===== src/rtl/fetch_pkg.sv =====
// Shared fetch-stage definitions: default widths, reset PC and the buffered entry layout.
// Also used by the program counter, so RESET_PC lives here rather than in the PC block.
package fetch_pkg;

  localparam int FETCH_ADDR_W = 32;
  localparam int FETCH_DATA_W = 32;

  localparam logic [FETCH_ADDR_W-1:0] RESET_PC = '0;

  typedef struct packed {
    logic [FETCH_ADDR_W-1:0] inst_pc;
    logic [FETCH_DATA_W-1:0] inst;
  } fetch_entry_t;

endpackage


===== src/rtl/sync_fifo.sv =====
// Generic synchronous FIFO with clear; registered write, head read combinationally from storage.
// Latency: push visible at head next cycle; no internal backpressure, callers must respect count.
module sync_fifo #(
  parameter int WIDTH = 8,
  parameter int DEPTH = 4
) (
  input  logic                     clk,
  input  logic                     reset,
  input  logic                     push,
  input  logic [WIDTH-1:0]         push_data,
  input  logic                     pop,
  input  logic                     clear,
  output logic [$clog2(DEPTH):0]   count,
  output logic [WIDTH-1:0]         head
);

  localparam int PTR_W = $clog2(DEPTH);
  localparam logic [PTR_W:0] FULL = DEPTH[PTR_W:0];

  logic [WIDTH-1:0] mem [DEPTH];
  logic [PTR_W-1:0] wptr;
  logic [PTR_W-1:0] rptr;
  logic             do_push;
  logic             do_pop;

  assign do_pop  = pop & (count != '0);
  assign do_push = push & ((count != FULL) | do_pop);
  assign head    = mem[rptr];

  always_ff @(posedge clk or negedge reset) begin
    if (!reset) begin
      wptr  <= '0;
      rptr  <= '0;
      count <= '0;
      for (int i = 0; i < DEPTH; i++) mem[i] <= '0;
    end else if (clear) begin
      wptr  <= '0;
      rptr  <= '0;
      count <= '0;
    end else begin
      if (do_push) begin
        mem[wptr] <= push_data;
        wptr      <= wptr + 1'b1;
      end
      if (do_pop) rptr <= rptr + 1'b1;
      count <= count + {{PTR_W{1'b0}}, do_push} - {{PTR_W{1'b0}}, do_pop};
    end
  end

endmodule


===== src/rtl/fetch_queue.sv =====
// Instruction fetch queue: issues PC requests to imem, tags responses in order, hands {inst, inst_pc} to decode.
// Response-to-inst_valid is one cycle; credit on outstanding+buffered throttles requests and stalls the PC.
module fetch_queue import fetch_pkg::*; #(
  parameter int ADDR_W = FETCH_ADDR_W,
  parameter int DATA_W = FETCH_DATA_W,
  parameter int DEPTH  = 4
) (
  input  logic              clk,
  input  logic              reset,
  input  logic [ADDR_W-1:0] pc,
  input  logic              pc_valid,
  output logic              pc_stall,
  input  logic              flush,
  output logic              imem_req,
  output logic [ADDR_W-1:0] imem_addr,
  input  logic              imem_gnt,
  input  logic              imem_rvalid,
  input  logic [DATA_W-1:0] imem_rdata,
  output logic              inst_valid,
  output logic [DATA_W-1:0] inst,
  output logic [ADDR_W-1:0] inst_pc,
  input  logic              inst_ready,
  output logic              resp_err
);

  localparam int CNT_W = $clog2(DEPTH) + 1;
  localparam logic [CNT_W:0] DEPTH_C = DEPTH[CNT_W:0];

  logic [CNT_W-1:0]         outstanding;
  logic [CNT_W-1:0]         discard;
  logic [CNT_W-1:0]         qcount;
  logic [CNT_W-1:0]         tag_count;
  logic [ADDR_W-1:0]        tag_head;
  logic [ADDR_W+DATA_W-1:0] buf_head;
  logic                     credit;
  logic                     accept;
  logic                     rsp_ok;
  logic                     rsp_live;
  logic                     inst_pop;

  // Discarded in-flight responses still hold credit until they come back.
  assign credit    = ({1'b0, outstanding} + {1'b0, qcount}) < DEPTH_C;
  assign imem_req  = reset & pc_valid & credit & ~flush;
  assign imem_addr = pc;
  assign accept    = imem_req & imem_gnt;
  assign pc_stall  = reset & pc_valid & ~accept;

  // A response with nothing outstanding is a protocol error and is ignored entirely.
  assign rsp_ok    = imem_rvalid & (outstanding != '0);
  assign rsp_live  = rsp_ok & (discard == '0) & (tag_count != '0) & ~flush;

  assign inst_valid = (qcount != '0);
  assign inst_pop   = inst_valid & inst_ready & ~flush;
  assign inst_pc    = buf_head[ADDR_W+DATA_W-1:DATA_W];
  assign inst       = buf_head[DATA_W-1:0];

  always_ff @(posedge clk or negedge reset) begin
    if (!reset) begin
      outstanding <= '0;
      discard     <= '0;
      resp_err    <= 1'b0;
    end else begin
      outstanding <= outstanding + CNT_W'(accept) - CNT_W'(rsp_ok);
      if (flush)
        discard <= discard + outstanding - CNT_W'(rsp_ok);
      else if (rsp_ok && discard != '0)
        discard <= discard - 1'b1;
      if (imem_rvalid && outstanding == '0)
        resp_err <= 1'b1;
    end
  end

  sync_fifo #(
    .WIDTH (ADDR_W),
    .DEPTH (DEPTH)
  ) u_tag_fifo (
    .clk       (clk),
    .reset     (reset),
    .push      (accept),
    .push_data (pc),
    .pop       (rsp_live),
    .clear     (flush),
    .count     (tag_count),
    .head      (tag_head)
  );

  sync_fifo #(
    .WIDTH (ADDR_W + DATA_W),
    .DEPTH (DEPTH)
  ) u_inst_buf (
    .clk       (clk),
    .reset     (reset),
    .push      (rsp_live),
    .push_data ({tag_head, imem_rdata}),
    .pop       (inst_pop),
    .clear     (flush),
    .count     (qcount),
    .head      (buf_head)
  );

endmodule


===== config.mk =====
export PLATFORM = sky130hd
export DESIGN_NAME = fetch_queue
export DESIGN_NICKNAME = d
export VERILOG_FILES = /design/src/rtl/fetch_pkg.sv /design/src/rtl/sync_fifo.sv /design/src/rtl/fetch_queue.sv
export SDC_FILE = /design/constraint.sdc
export NUM_CORES = 1
export LEC_CHECK = 0
export CORE_MARGIN = 1
export CORE_UTILIZATION = 23
export DETAILED_ROUTE_END_ITERATION = 8
export PLACE_DENSITY = 0.47
export SLEW_MARGIN = 20
export SYNTH_ARGS = -nofsm -noshare
export SYNTH_HDL_FRONTEND = slang
export SYNTH_HIERARCHICAL = 1
export SYNTH_SLANG_ARGS = --single-unit

===== constraint.sdc =====
create_clock -name clk -period 8.2 [get_ports clk]
set_input_delay 1.64 -clock clk [delete_from_list [all_inputs] [get_ports clk]]
set_output_delay 1.64 -clock clk [all_outputs]
set_load 0.01 [all_outputs]

[Word-level counts from Yosys, hierarchy flattened]
Cells that the tools add are included.
Cells by class
  $lt $le $gt $ge: 7
  reductions and logical operators: 17
  mux-type cells: 24
  bitwise gates (word level): 23
  add/subtract/negate cells: 14
  eq/ne operators: 2
Operators by type and width (number)
  $bwmux 256: 1
  $mux 64: 3
  $bmux 64 s2: 1
  $bwmux 128: 1
  $demux 64 s2: 1
  $mux 32: 3
  $bmux 32 s2: 1
  $demux 32 s2: 1
  $mux 2: 8
  $and 1x1->1: 15
  $ge 3x3->1 const B: 4
  $mux 3: 4
  $not 2->3: 4
  $reduce_bool 3->1: 4
  $sub 3x1->3: 4
  $reduce_bool 2->1: 5
  $add 3x1->3: 3
  $add 2x1->2 const B: 4
  $logic_not 3->1: 2
  $lt 3x1->1 const B: 2
  $ne 3x3->1 const B: 2
  $add 3x3->4: 1
  $logic_and 1x1->1: 4
  $lt 4x3->1 const B: 1
  other kinds (5): 8
Word-level totals
  output and inout bits: 100
  input bits: 71
  register bits: 405
  logic and storage cells: 104

[Logic depth before layout (Yosys ltp)]
Gate-level depths: netlist (run 1).
  depth after elaboration: 11
  gate-level depth with buffers: 14
  gate-level depth less buffers: 14

[Hierarchy]
The synthesis (run 1) kept the hierarchy.
Modules (own cells, without submodules)
  sync_fifo (u_inst_buf): area an instance 12206.7 um2, seq. area each 6581.3 um2, instances 1, cells an instance 661
  sync_fifo (u_tag_fifo): area an instance 6600.1 um2, seq. area each 3378.2 um2, instances 1, cells an instance 355
  fetch_queue: area an instance 865.8 um2, seq. area each 175.2 um2, instances 1, cells an instance 95

[Worst setup path after synthesis (run 1)]
Ideal clock, no wire load.
  kind: input-to-reg
  from: in flush
  to: reg u_tag_fifo.count[2]
  required time: 8.114 ns
  path slack: 3.700 ns
  setup time: 0.086 ns
  stages: 12
  arrival: 4.413 ns
  buffers on the path: 1
  cell sequence: clkbuf_1 nor4b_1 nor4b_4 nand2b_1 ha_1 inv_1 ha_1 inv_1 fa_1 xor2_1 and2_1 nor3_1
Between the ends
  longest elaborated chain between the ends: 8
  elaborated cells on any way between the ends: 10
  those cells by class: add/sub: 2; mux: 1; bitwise: 7
RTL lines
  start, declared: RTL line fetch_queue.sv:13  | input logic flush,
  $not 1->1 (no line) (*)
  $and 1x1->1 (*): RTL line fetch_queue.sv:50  | assign rsp_live = rsp_ok & (discard == '0) & (tag_count != '0) & ~flush;
  via rsp_live: RTL line fetch_queue.sv:38  | logic rsp_live;
  $and 1x1->1 (*): RTL line sync_fifo.sv:26  | assign do_pop = pop & (count != '0);
  $or 1x1->1: RTL line sync_fifo.sv:27  | assign do_push = push & ((count != FULL) | do_pop);
  $and 1x1->1: RTL line sync_fifo.sv:27
  $add 3x1->3: RTL line sync_fifo.sv:46  | count <= count + {{PTR_W{1'b0}}, do_push} - {{PTR_W{1'b0}}, do_pop};
  $sub 3x1->3 (*): RTL line sync_fifo.sv:46
  $mux 3 (*): RTL line sync_fifo.sv:36  | end else if (clear) begin
  end signal, assigned: RTL line sync_fifo.sv:46
  end, declared: RTL line sync_fifo.sv:13  | output logic [$clog2(DEPTH):0] count,
Mark *: on every way through the listed nets, which the timed path passes. The rest lies on a longest branch.
A chain may end at the register's enable or synchronous reset.

[Worst setup path after layout (run 1)]
  from: reg u_inst_buf.rptr[0]
  to: out inst_pc[31]
Between the ends
  longest elaborated chain between the ends: 4
RTL lines
  start, declared: RTL line sync_fifo.sv:22  | logic [PTR_W-1:0] rptr;
  start signal, assigned: RTL line sync_fifo.sv:45  | if (do_pop) rptr <= rptr + 1'b1;
  $not 2->3 (not written as such): RTL line sync_fifo.sv:28  | assign head = mem[rptr];
  $bmux 64 s2: RTL line sync_fifo.sv:28
  $mux 64 (not written as such) (2 in a row): RTL line sync_fifo.sv:28
  end, declared: RTL line fetch_queue.sv:21  | output logic [ADDR_W-1:0] inst_pc,
Every way passes these cells. The select of a mux whose other input is x is not followed.

==> run summary, run 1 <==
• **Worst Hold Class** reg2reg
• **clk sinks** 405
• **largest family of logic cells by synthesized area** multiplexers
• **# DRC** 0
• **Reg2Reg Setup Slack** 4.70 ns
• **uppermost metal layer occupied by signal nets** met4
• **area enclosed by the die boundary** 0.0867 mm²
• **detailed router's first-iteration violation count** 432
• **simple-gate share of the synthesized area** 0.0186
• **largest fanout on the critical path** 35
• **Achievable Freq** 191 MHz
• **wire length of the first global-routing pass** 73600 µm
• **cells on worst reg2reg path** 12
• **crit-path leading delay family** buffers and inverters
• **cell type of the slowest stage on the worst timing path** dfrtp_4
• **wirelength, routed** 47400 µm
• **final number of hold-violating endpoints** 0
• **dominant register cell in the synthesized netlist** dfrtp_1
• **die width** 294 µm
• **number of cells on the worst hold path** 1
• **post-route fraction of the period consumed by the critical path** 0.639
• **CTS Root Cell** clkbuf_16
• **Critical path buffers and inverters** 2
• **cell area after synthesis** 0.0197 mm²
• **post-cts hold buffer count** 0
• **pin count of the biggest net entering global routing** 163
• **total met3 wirelength after detailed routing** 1850 µm
• **Post CTS Setup Buffer Count** 0
• **cell area after layout** 0.0241 mm²
• **fraction of the yosys area taken by sequential cells** 0.515
• **total number of vias** 9961
• **cell types occupying the most area after synthesis** dfrtp_1, mux2_4, mux4_2, mux2_2, buf_4
• **mean instance size in the synthesized netlist** 17.7 µm²
• **Via-to-Cell Ratio** 4.10
• **Unique masters post-synth** 43
• **area fraction of the dominant cell type after synthesis** 0.515
• **antenna violations before repair** 0
• **TritonRoute pass-1 iters** 4
• **vertical die dimension** 294 µm
• **commonest non-fill, non-tap cells in the layout** dfrtp_1, mux2_4, clkdlybuf4s50_1
• **CP Launch Type** register
• **largest stage delay on the critical path** 0.94 ns
• **syn nets** 1207
• **aggregate negative setup slack** 0 ns
• **Cell Area, Placed** 0.0223 mm²
• **detailed placement HPWL** 27100 µm
• **portion of netlist area occupied by mux cells** 0.388
• **later-pin clock latency in the skew report** 0.61 ns
• **routed metal-1 wire length** 22000 µm
• **starting density of the core** 0.234
• **final weighted congestion in routability-driven placement** 0.676
• **Clk pin slew, worst setup/hold paths** 0.06 ns
• **arrival time of the worst setup path** 3.60 ns
• **sort of element at the end of the critical path** output pin
• **start point of the worst hold path** resp_err$_DFFE_PN0P_
• **peak supply drop** 0.000150 V
• **origin of the critical flop-to-flop path** u_inst_buf/count[0]$_DFF_PN0_
• **leakage dissipation** 10.6 nW
• **commonest non-fill, non-tap cell in the layout** dfrtp_1
• **number of cells after detailed placement** 2336
• **fillcell total** 8405
• **crit path kind** reg2out
• **number of top-level pins** 171
• **number of synthesized flops with an enable pin** 0
• **area inside the core boundary** 0.0841 mm²
• **RSZ-0062 raised after global routing** no
• **transition time at the pin with the least slew margin** 0.999 ns
• **Synth Warn #** 6
• **clock tree from TritonCTS** built
• **Required @ worst endpoint** 6.56 ns
• **series of cell instances along the critical path** buf_4 -> mux4_2 -> clkdlybuf4s50_1
• **met2 layer wire length in the routed design** 22700 µm
• **share of synthesized registers carrying an async set or reset** 1.00
• **outcome** finished, final reports clean
• **Inserted Clock Buffers** 51
• **grt total ovfl** 0
• **total number of placement rows** 106
• **Power Density** 216 mW/mm²
• **clk_skew** 0.0186 ns
• **share of post-route cells with drive strength above 1** 0.473
• **post-synthesis adder-cell area fraction** 0.0174
• **reported max-cap violation count** 0
• **Routed Antenna Nets** 0
• **Critical R2R Capture** u_inst_buf/count[2]$_DFF_PN0_
• **combined global-route utilization of all metal layers** 0.112
• **xor and xnor fraction of the mapped netlist area** 0.00490
• **via count of the first global-routing pass** 11253
• **number of instances in the synthesized netlist** 1111
• **total count of max-transition violations in the final report** 0
• **buffer depth of the longest clock path** 3
• **min Tclk post-route** 5.24 ns
• **Endpoint, Worst Hold** resp_err$_DFFE_PN0P_
• **filler-free cell count of the finished design** 2432
• **cell type with the largest total area after synthesis** dfrtp_1
• **register bit total from synthesis** 405
• **Max-Slew Margin vs Limit** 0.334
• **endpoints failing setup** 0
• **I/O Buffers** 170
• **area fraction in compound gates after synthesis** 0.00738
• **htree depth** 2
• **routed length per instance** 19.5 µm
• **area overhead of the layout relative to synthesis** 22.4%
• **PostCTS Resize Cnt** 0
• **count of nets after finishing** 1351
[Yosys cell counts (2+ instances only)]
cell type  instances
dfrtp_1          405
mux2_4           300
mux4_2            96
mux2_2            86
buf_4             39
inv_1             22
ha_1              21
buf_6             18
buf_2             15
nor2_1            13
buf_12            12
clkbuf_1          11
nor4bb_1           8
xor2_1             6
buf_1              5
nor3_1             5
xnor2_1            5
fa_1               4
nand2_1            4
nor2b_1            4
and2_1             3
a31o_2             2
nand2b_1           2
nor4b_1            2
nor4b_4            2
o21ai_0            2
o311ai_0           2
o31a_1             2
[logic make-up after synthesis]
family	Yosys count
AO/OA/AOI/OAI	15
adder cells (fa/ha/maj)	25
AND/OR/NAND/NOR	51
multiplexers	482
flip-flops	405
buffers and inverters	122
XOR/XNOR	11
[layout make-up]
type | instances | area, µm² | share of cell area
Sequential cell | 405 | 10100 | 0.421
Multi-Input combinational cell | 584 | 8690 | 0.361
Timing Repair Buffer | 191 | 1920 | 0.0796
Clock buffer | 68 | 1440 | 0.0598
Tap cell | 1134 | 1420 | 0.0589
Clock inverter | 27 | 392 | 0.0163
Inverter | 22 | 82.6 | 0.00343
Antenna cell | 1 | 2.50 | 0.000104
[through the flow]
step | hold slack (ns) | util | total power, W | setup WS (ns)
2_1_floorplan | 0.475 | - | 0.00261 | 3.70
3_5_place_dp | 0.447 | 0.265 | 0.00285 | 3.08
4_1_cts | 0.460 | 0.286 | 0.00534 | 2.77
3_3_place_gp | 0.441 | 0.264 | 0.00283 | 3.04
6_report | 0.460 | 0.286 | 0.00521 | 2.96
5_1_grt | 0.508 | 0.286 | 0.00548 | 2.67
[metal layers]
metal  track usage  vias to the layer above
li1              -                     4352
met1         0.152                     5366
met2         0.181                      175
met3        0.0219                       68
met4        0.0290                        0
met5             0                        -
[report_power, final]
| part | leakage, nW | switching [W] | internal, W | total [W] |
|---|---|---|---|---|
| Clock | 0.901 | 0.000942 | 0.00147 | 0.00241 |
| Sequential | 5.59 | 0.0000766 | 0.00211 | 0.00218 |
| Combinational | 4.08 | 0.000277 | 0.000340 | 0.000618 |
[worst max path at each step]
stage	startpoint	end	slack [ns]	cells past startpoint
finish	u_inst_buf/rptr[0]$_DFFE_PN0P_	inst_pc[31]	2.96	3
CTS	u_inst_buf/rptr[0]$_DFFE_PN0P_	inst_pc[10]	2.77	3
detailed placement	flush	imem_req	3.08	5
global route	u_inst_buf/rptr[0]$_DFFE_PN0P_	inst_pc[10]	2.67	3
global placement	flush	pc_stall	3.04	6
floorplan	flush	u_tag_fifo/count[2]$_DFF_PN0_	3.70	12
[flip-flops by register name, indices dropped and copies added, names as in the netlist]
register,count
discard,3
u_inst_buf/rptr,2
u_inst_buf/mem,256
u_tag_fifo/count,3
outstanding,3
u_tag_fifo/rptr,2
u_inst_buf/wptr,2
u_tag_fifo/mem,128
u_inst_buf/count,3
u_tag_fifo/wptr,2
resp_err,1
No activity file was read; power rests on OpenSTA's default activity.
==> inputs of run 2 (changes only) <==
==> constraint.sdc (replaced) <==
create_clock -name clk -period 5.1 [get_ports clk]
set_input_delay 1.02 -clock clk [delete_from_list [all_inputs] [get_ports clk]]
set_output_delay 1.02 -clock clk [all_outputs]
set_load 0.01 [all_outputs]
==> run summary, run 2 (synthesized netlist as in run 1, its figures left out) <==
• **outcome** finished, final reports clean
• **area enclosed by the die boundary** 0.0867 mm²
• **endpoints failing setup** 0
• **Inserted Clock Buffers** 49
• **area overhead of the layout relative to synthesis** 22.0%
• **crit path kind** reg2out
• **final number of hold-violating endpoints** 0
• **clk_skew** 0.0193 ns
• **RSZ-0062 raised after global routing** no
• **cell type of the slowest stage on the worst timing path** dfrtp_4
• **later-pin clock latency in the skew report** 0.59 ns
• **Via-to-Cell Ratio** 4.08
• **via count of the first global-routing pass** 11180
• **cells on worst reg2reg path** 15
• **total count of max-transition violations in the final report** 0
• **wire length of the first global-routing pass** 72000 µm
• **Power Total** 0.00812 W
• **I/O Buffers** 170
• **detailed router's first-iteration violation count** 488
• **wirelength, routed** 46200 µm
• **combined global-route utilization of all metal layers** 0.108
• **Max-Slew Margin vs Limit** 0.270
• **peak supply drop** 0.000214 V
• **starting density of the core** 0.234
• **Clk pin slew, worst setup/hold paths** 0.06 ns
• **reported max-cap violation count** 0
• **Routed Antenna Nets** 0
• **PostCTS Resize Cnt** 0
• **arrival time of the worst setup path** 2.86 ns
• **# DRC** 0
• **clock tree from TritonCTS** built
• **post-cts hold buffer count** 0
• **Power Density** 338 mW/mm²
• **Reg2Reg Setup Slack** 1.50 ns
• **routed length per instance** 19.0 µm
• **CP Launch Type** register
• **transition time at the pin with the least slew margin** 1.10 ns
• **share of post-route cells with drive strength above 1** 0.468
• **leakage dissipation** 10.5 nW
• **total number of vias** 9906
• **clk sinks** 405
• **pin count of the biggest net entering global routing** 137
• **vertical die dimension** 294 µm
• **commonest non-fill, non-tap cells in the layout** dfrtp_1, mux2_4, clkdlybuf4s50_1
• **CTS Root Cell** clkbuf_16
• **Post CTS Setup Buffer Count** 0
• **series of cell instances along the critical path** buf_4 -> mux4_2 -> clkdlybuf4s50_1
• **die width** 294 µm
• **largest fanout on the critical path** 18
• **diode count** 0
• **largest stage delay on the critical path** 0.69 ns
• **max FFs per register** 256
• **origin of the critical flop-to-flop path** discard[0]$_DFFE_PN0P_
• **Cell Area, Placed** 0.0223 mm²
• **count of nets after finishing** 1351
• **htree depth** 2
• **aggregate negative setup slack** 0 ns
• **register with the highest flop count** u_inst_buf/mem
• **Achievable Freq** 258 MHz
• **cell area after layout** 0.0240 mm²
• **detailed placement HPWL** 27200 µm
• **Critical R2R Capture** u_tag_fifo/count[2]$_DFF_PN0_
• **post-route fraction of the period consumed by the critical path** 0.760
• **buffer depth of the longest clock path** 3
• **antenna violations before repair** 0
• **area inside the core boundary** 0.0841 mm²
• **total number of placement rows** 106
• **sort of element at the end of the critical path** output pin
• **number of top-level pins** 171
• **Worst Hold Class** in2async
• **commonest non-fill, non-tap cell in the layout** dfrtp_1
• **final weighted congestion in routability-driven placement** 0.669
• **largest registers in the final layout** u_inst_buf/mem x256, u_tag_fifo/mem x128
• **grt total ovfl** 0
• **Required @ worst endpoint** 4.08 ns
• **TritonRoute pass-1 iters** 4
• **min Tclk post-route** 3.88 ns
[run 2: cell types whose count changed in the layout (fill, tap and decap cells not counted), moves of 2 or more]
| cell | delta |
|---|---|
| clkinv_2 | -7 |
| buf_12 | +5 |
| clkbuf_1 | +3 |
| clkbuf_8 | +3 |
| buf_4 | -2 |
| bufinv_16 | -2 |
| clkbuf_16 | -2 |
| clkinv_16 | -2 |
| clkinv_8 | +2 |
[run 2: worst max path at each step]
stage	start	depth (start not counted)	slack [ns]	end
floorplan	flush	12	1.22	u_tag_fifo/count[2]$_DFF_PN0_
global placement	imem_rvalid	14	0.80	u_tag_fifo/count[2]$_DFF_PN0_
detailed placement	imem_rvalid	14	0.76	u_tag_fifo/count[2]$_DFF_PN0_
CTS	u_inst_buf/rptr[0]$_DFFE_PN0P_	3	1.09	inst_pc[28]
global route	u_inst_buf/rptr[0]$_DFFE_PN0P_	3	1.03	inst_pc[28]
finish	u_inst_buf/rptr[0]$_DFFE_PN0P_	3	1.22	inst_pc[28]
[run 2: final cells by class]
type	count	area (µm²)
Fill cell	8458	60100
Timing Repair Buffer	193	1990
Sequential cell	405	10100
Clock inverter	16	241
Tap cell	1134	1420
Multi-Input combinational cell	584	8690
Inverter	22	82.6
Clock buffer	72	1440
[run 2: worst max-delay path: cells and delay by family (launching register included)]
kind,cells,cell delay (ns)
buffers and inverters,2,1.02
muxes,1,0.55
DFF,1,0.69
[run 2: layer usage]
| layer | part of all wire | routed length [µm] | global-route usage |
|---|---|---|---|
| met1 | 0.46 | 21100 | 0.145 |
| met2 | 0.47 | 21700 | 0.172 |
| met3 | 0.045 | 2100 | 0.0247 |
| met4 | 0.028 | 1280 | 0.0351 |
| met5 | 0 | 0 | 0 |
[run 2: metrics by stage]
step	utilization	setup slack, ns	std cells	hold slack [ns]
2_1_floorplan	-	1.22	1111	0.475
3_3_place_gp	0.265	0.795	2338	0.441
3_5_place_dp	0.265	0.759	2338	0.450
4_1_cts	0.286	1.09	2426	0.213
5_1_grt	0.286	1.03	2426	0.230
6_report	0.286	1.22	2426	0.265
[run 2: report_power, final]
part	internal [W]	switching (W)	leakage, nW
combinational	0.000547	0.000441	4.11
sequential	0.00339	0.000123	5.59
clock	0.00221	0.00141	0.826
total	0.00615	0.00198	10.5
==> inputs of run 3 (changes only) <==
==> constraint.sdc (replaced) <==
create_clock -name clk -period 3.81 [get_ports clk]
set_input_delay 0.762 -clock clk [delete_from_list [all_inputs] [get_ports clk]]
set_output_delay 0.762 -clock clk [all_outputs]
set_load 0.01 [all_outputs]
==> run summary, run 3 (synthesized netlist as in run 1, its figures left out) <==
• **leakage dissipation** 10.6 nW
• **vertical die dimension** 294 µm
• **aggregate negative setup slack** 0 ns
• **Worst Hold Class** in2async
• **area enclosed by the die boundary** 0.0867 mm²
• **cells on worst reg2reg path** 13
• **final number of hold-violating endpoints** 0
• **largest stage delay on the critical path** 0.67 ns
• **RSZ-0062 raised after global routing** no
• **via count of the first global-routing pass** 11281
• **clk_skew** 0.0251 ns
• **filler-free cell count of the finished design** 2443
• **cell type of the slowest stage on the worst timing path** dfrtp_4
• **clk sinks** 405
• **htree depth** 2
• **final weighted congestion in routability-driven placement** 0.690
• **grt total ovfl** 0
• **Cell Area, Placed** 0.0226 mm²
• **# DRC** 0
• **peak supply drop** 0.000313 V
• **later-pin clock latency in the skew report** 0.59 ns
• **detailed placement HPWL** 28600 µm
• **transition time at the pin with the least slew margin** 1.09 ns
• **Critical R2R Capture** u_tag_fifo/count[2]$_DFF_PN0_
• **switching component of the power** 0.00273 W
• **detailed router's first-iteration violation count** 360
• **PostCTS Resize Cnt** 0
• **number of cells after detailed placement** 2352
• **arrival time of the worst setup path** 2.78 ns
• **post-route fraction of the period consumed by the critical path** 0.930
• **Sw Ratio** 0.250
• **wirelength, routed** 46800 µm
• **largest fanout on the critical path** 37
• **tightest hold margin** 0.214 ns
• **endpoints failing setup** 0
• **commonest non-fill, non-tap cell in the layout** dfrtp_1
• **reported max-cap violation count** 0
• **max FFs per register** 256
• **combined global-route utilization of all metal layers** 0.110
• **series of cell instances along the critical path** buf_12 -> mux4_2 -> clkdlybuf4s50_1
• **fraction of power consumed by sequential logic** 0.430
• **total number of vias** 9985
• **Routed Antenna Nets** 0
• **routed length per instance** 19.2 µm
• **number of top-level pins** 171
• **outcome** finished, final reports clean
• **count of nets after finishing** 1366
• **total count of max-transition violations in the final report** 0
• **origin of the critical flop-to-flop path** outstanding[2]$_DFF_PN0_
• **largest registers in the final layout** u_inst_buf/mem x256, u_tag_fifo/mem x128
• **Critical path buffers and inverters** 2
• **Achievable Freq** 282 MHz
• **crit path to** inst[31]
• **Via-to-Cell Ratio** 4.09
• **crit-path leading delay family** buffers and inverters
• **Post CTS Setup Buffer Count** 0
• **combinational share of power** 0.123
• **post-cts hold buffer count** 0
• **Max-Slew Margin vs Limit** 0.271
• **clock tree from TritonCTS** built
• **I/O Buffers** 170
• **area inside the core boundary** 0.0841 mm²
• **Clk pin slew, worst setup/hold paths** 0.06 ns
• **Inserted Clock Buffers** 50
• **Reg2Reg Setup Slack** 0.47 ns
• **pin count of the biggest net entering global routing** 146
• **sort of element at the end of the critical path** output pin
• **crit path kind** reg2out
• **min Tclk post-route** 3.54 ns
• **register with the highest flop count** u_inst_buf/mem
• **area overhead of the layout relative to synthesis** 23.2%
• **cell area after layout** 0.0242 mm²
• **die width** 294 µm
• **antenna violations before repair** 1
• **Power Total** 0.0109 W
• **Power Density** 451 mW/mm²
• **starting density of the core** 0.234
• **CP Launch Type** register
• **fraction of power consumed by the clock network** 0.446
• **share of post-route cells with drive strength above 1** 0.477
• **internal power** 0.00820 W
• **wire length of the first global-routing pass** 73300 µm
• **beginning of the critical path** u_inst_buf/rptr[0]$_DFFE_PN0P_
• **buffer depth of the longest clock path** 3
• **Required @ worst endpoint** 3.05 ns
• **total number of placement rows** 106
• **CTS Root Cell** clkbuf_16
• **number of cells on the critical path** 3
• **TritonRoute pass-1 iters** 6
• **commonest non-fill, non-tap cells in the layout** dfrtp_1, mux2_4, clkdlybuf4s50_1
-- run 3: cell types whose count changed in the layout (fill, tap and decap cells not counted) --
cell       previous run  this run
buf_12                9        19
buf_4                14        18
bufinv_16             5         6
clkbuf_1             10         7
clkbuf_16            49        50
clkbuf_8             13         5
clkinv_2              5        15
clkinv_4              1         0
clkinv_8              2         1
diode_2               0         2
inv_16                0         2
-- run 3: cell type report --
type | count | area [µm²]
fill | 8382 | 59800
sequential | 405 | 10100
multi-input combinational | 584 | 8690
timing repair buffer | 207 | 2220
tap | 1134 | 1420
clock buffer | 62 | 1350
clock inverter | 27 | 337
inverter | 22 | 82.6
antenna | 2 | 5.00
-- run 3: worst min path at each step --
| stage | start | end | slack [ns] | cells after the start |
|---|---|---|---|---|
| finish | reset | u_inst_buf/mem[158]$_DFFE_PN0P_ | 0.21 | 2 |
| global route | reset | u_inst_buf/mem[158]$_DFFE_PN0P_ | 0.21 | 2 |
| CTS | reset | u_inst_buf/mem[25]$_DFFE_PN0P_ | 0.20 | 2 |
| detailed placement | resp_err$_DFFE_PN0P_ | resp_err$_DFFE_PN0P_ | 0.45 | 1 |
| global placement | resp_err$_DFFE_PN0P_ | resp_err$_DFFE_PN0P_ | 0.44 | 1 |
| floorplan | reset | discard[0]$_DFFE_PN0P_ | 0.47 | 0 |
-- run 3: power by group through the flow --
| stage | combinational [W] | clock, W | sequential (W) |
|---|---|---|---|
| after floorplan | 0.000885 | 0 | 0.00473 |
| after global placement | 0.00133 | 0 | 0.00477 |
| after detailed placement | 0.00138 | 0 | 0.00477 |
| after CTS | 0.00138 | 0.00509 | 0.00470 |
| after global routing | 0.00149 | 0.00526 | 0.00473 |
| final | 0.00135 | 0.00488 | 0.00470 |
-- run 3: layer usage --
metal,part of all wire,GRT usage,vias up,wire (µm)
li1,-,-,4371,-
met1,0.45,0.148,5389,21200
met2,0.48,0.179,167,22300
met3,0.050,0.0230,58,2340
met4,0.019,0.0286,0,910
met5,0,0,-,0
-- run 3: through the flow --
step / setup WS [ns] / util
detailed placement: 0.0979 / 0.268
finish: 0.268 / 0.288
floorplan: 0.188 / -
CTS: 0.146 / 0.288
global route: 0.115 / 0.288
global placement: 0.116 / 0.268
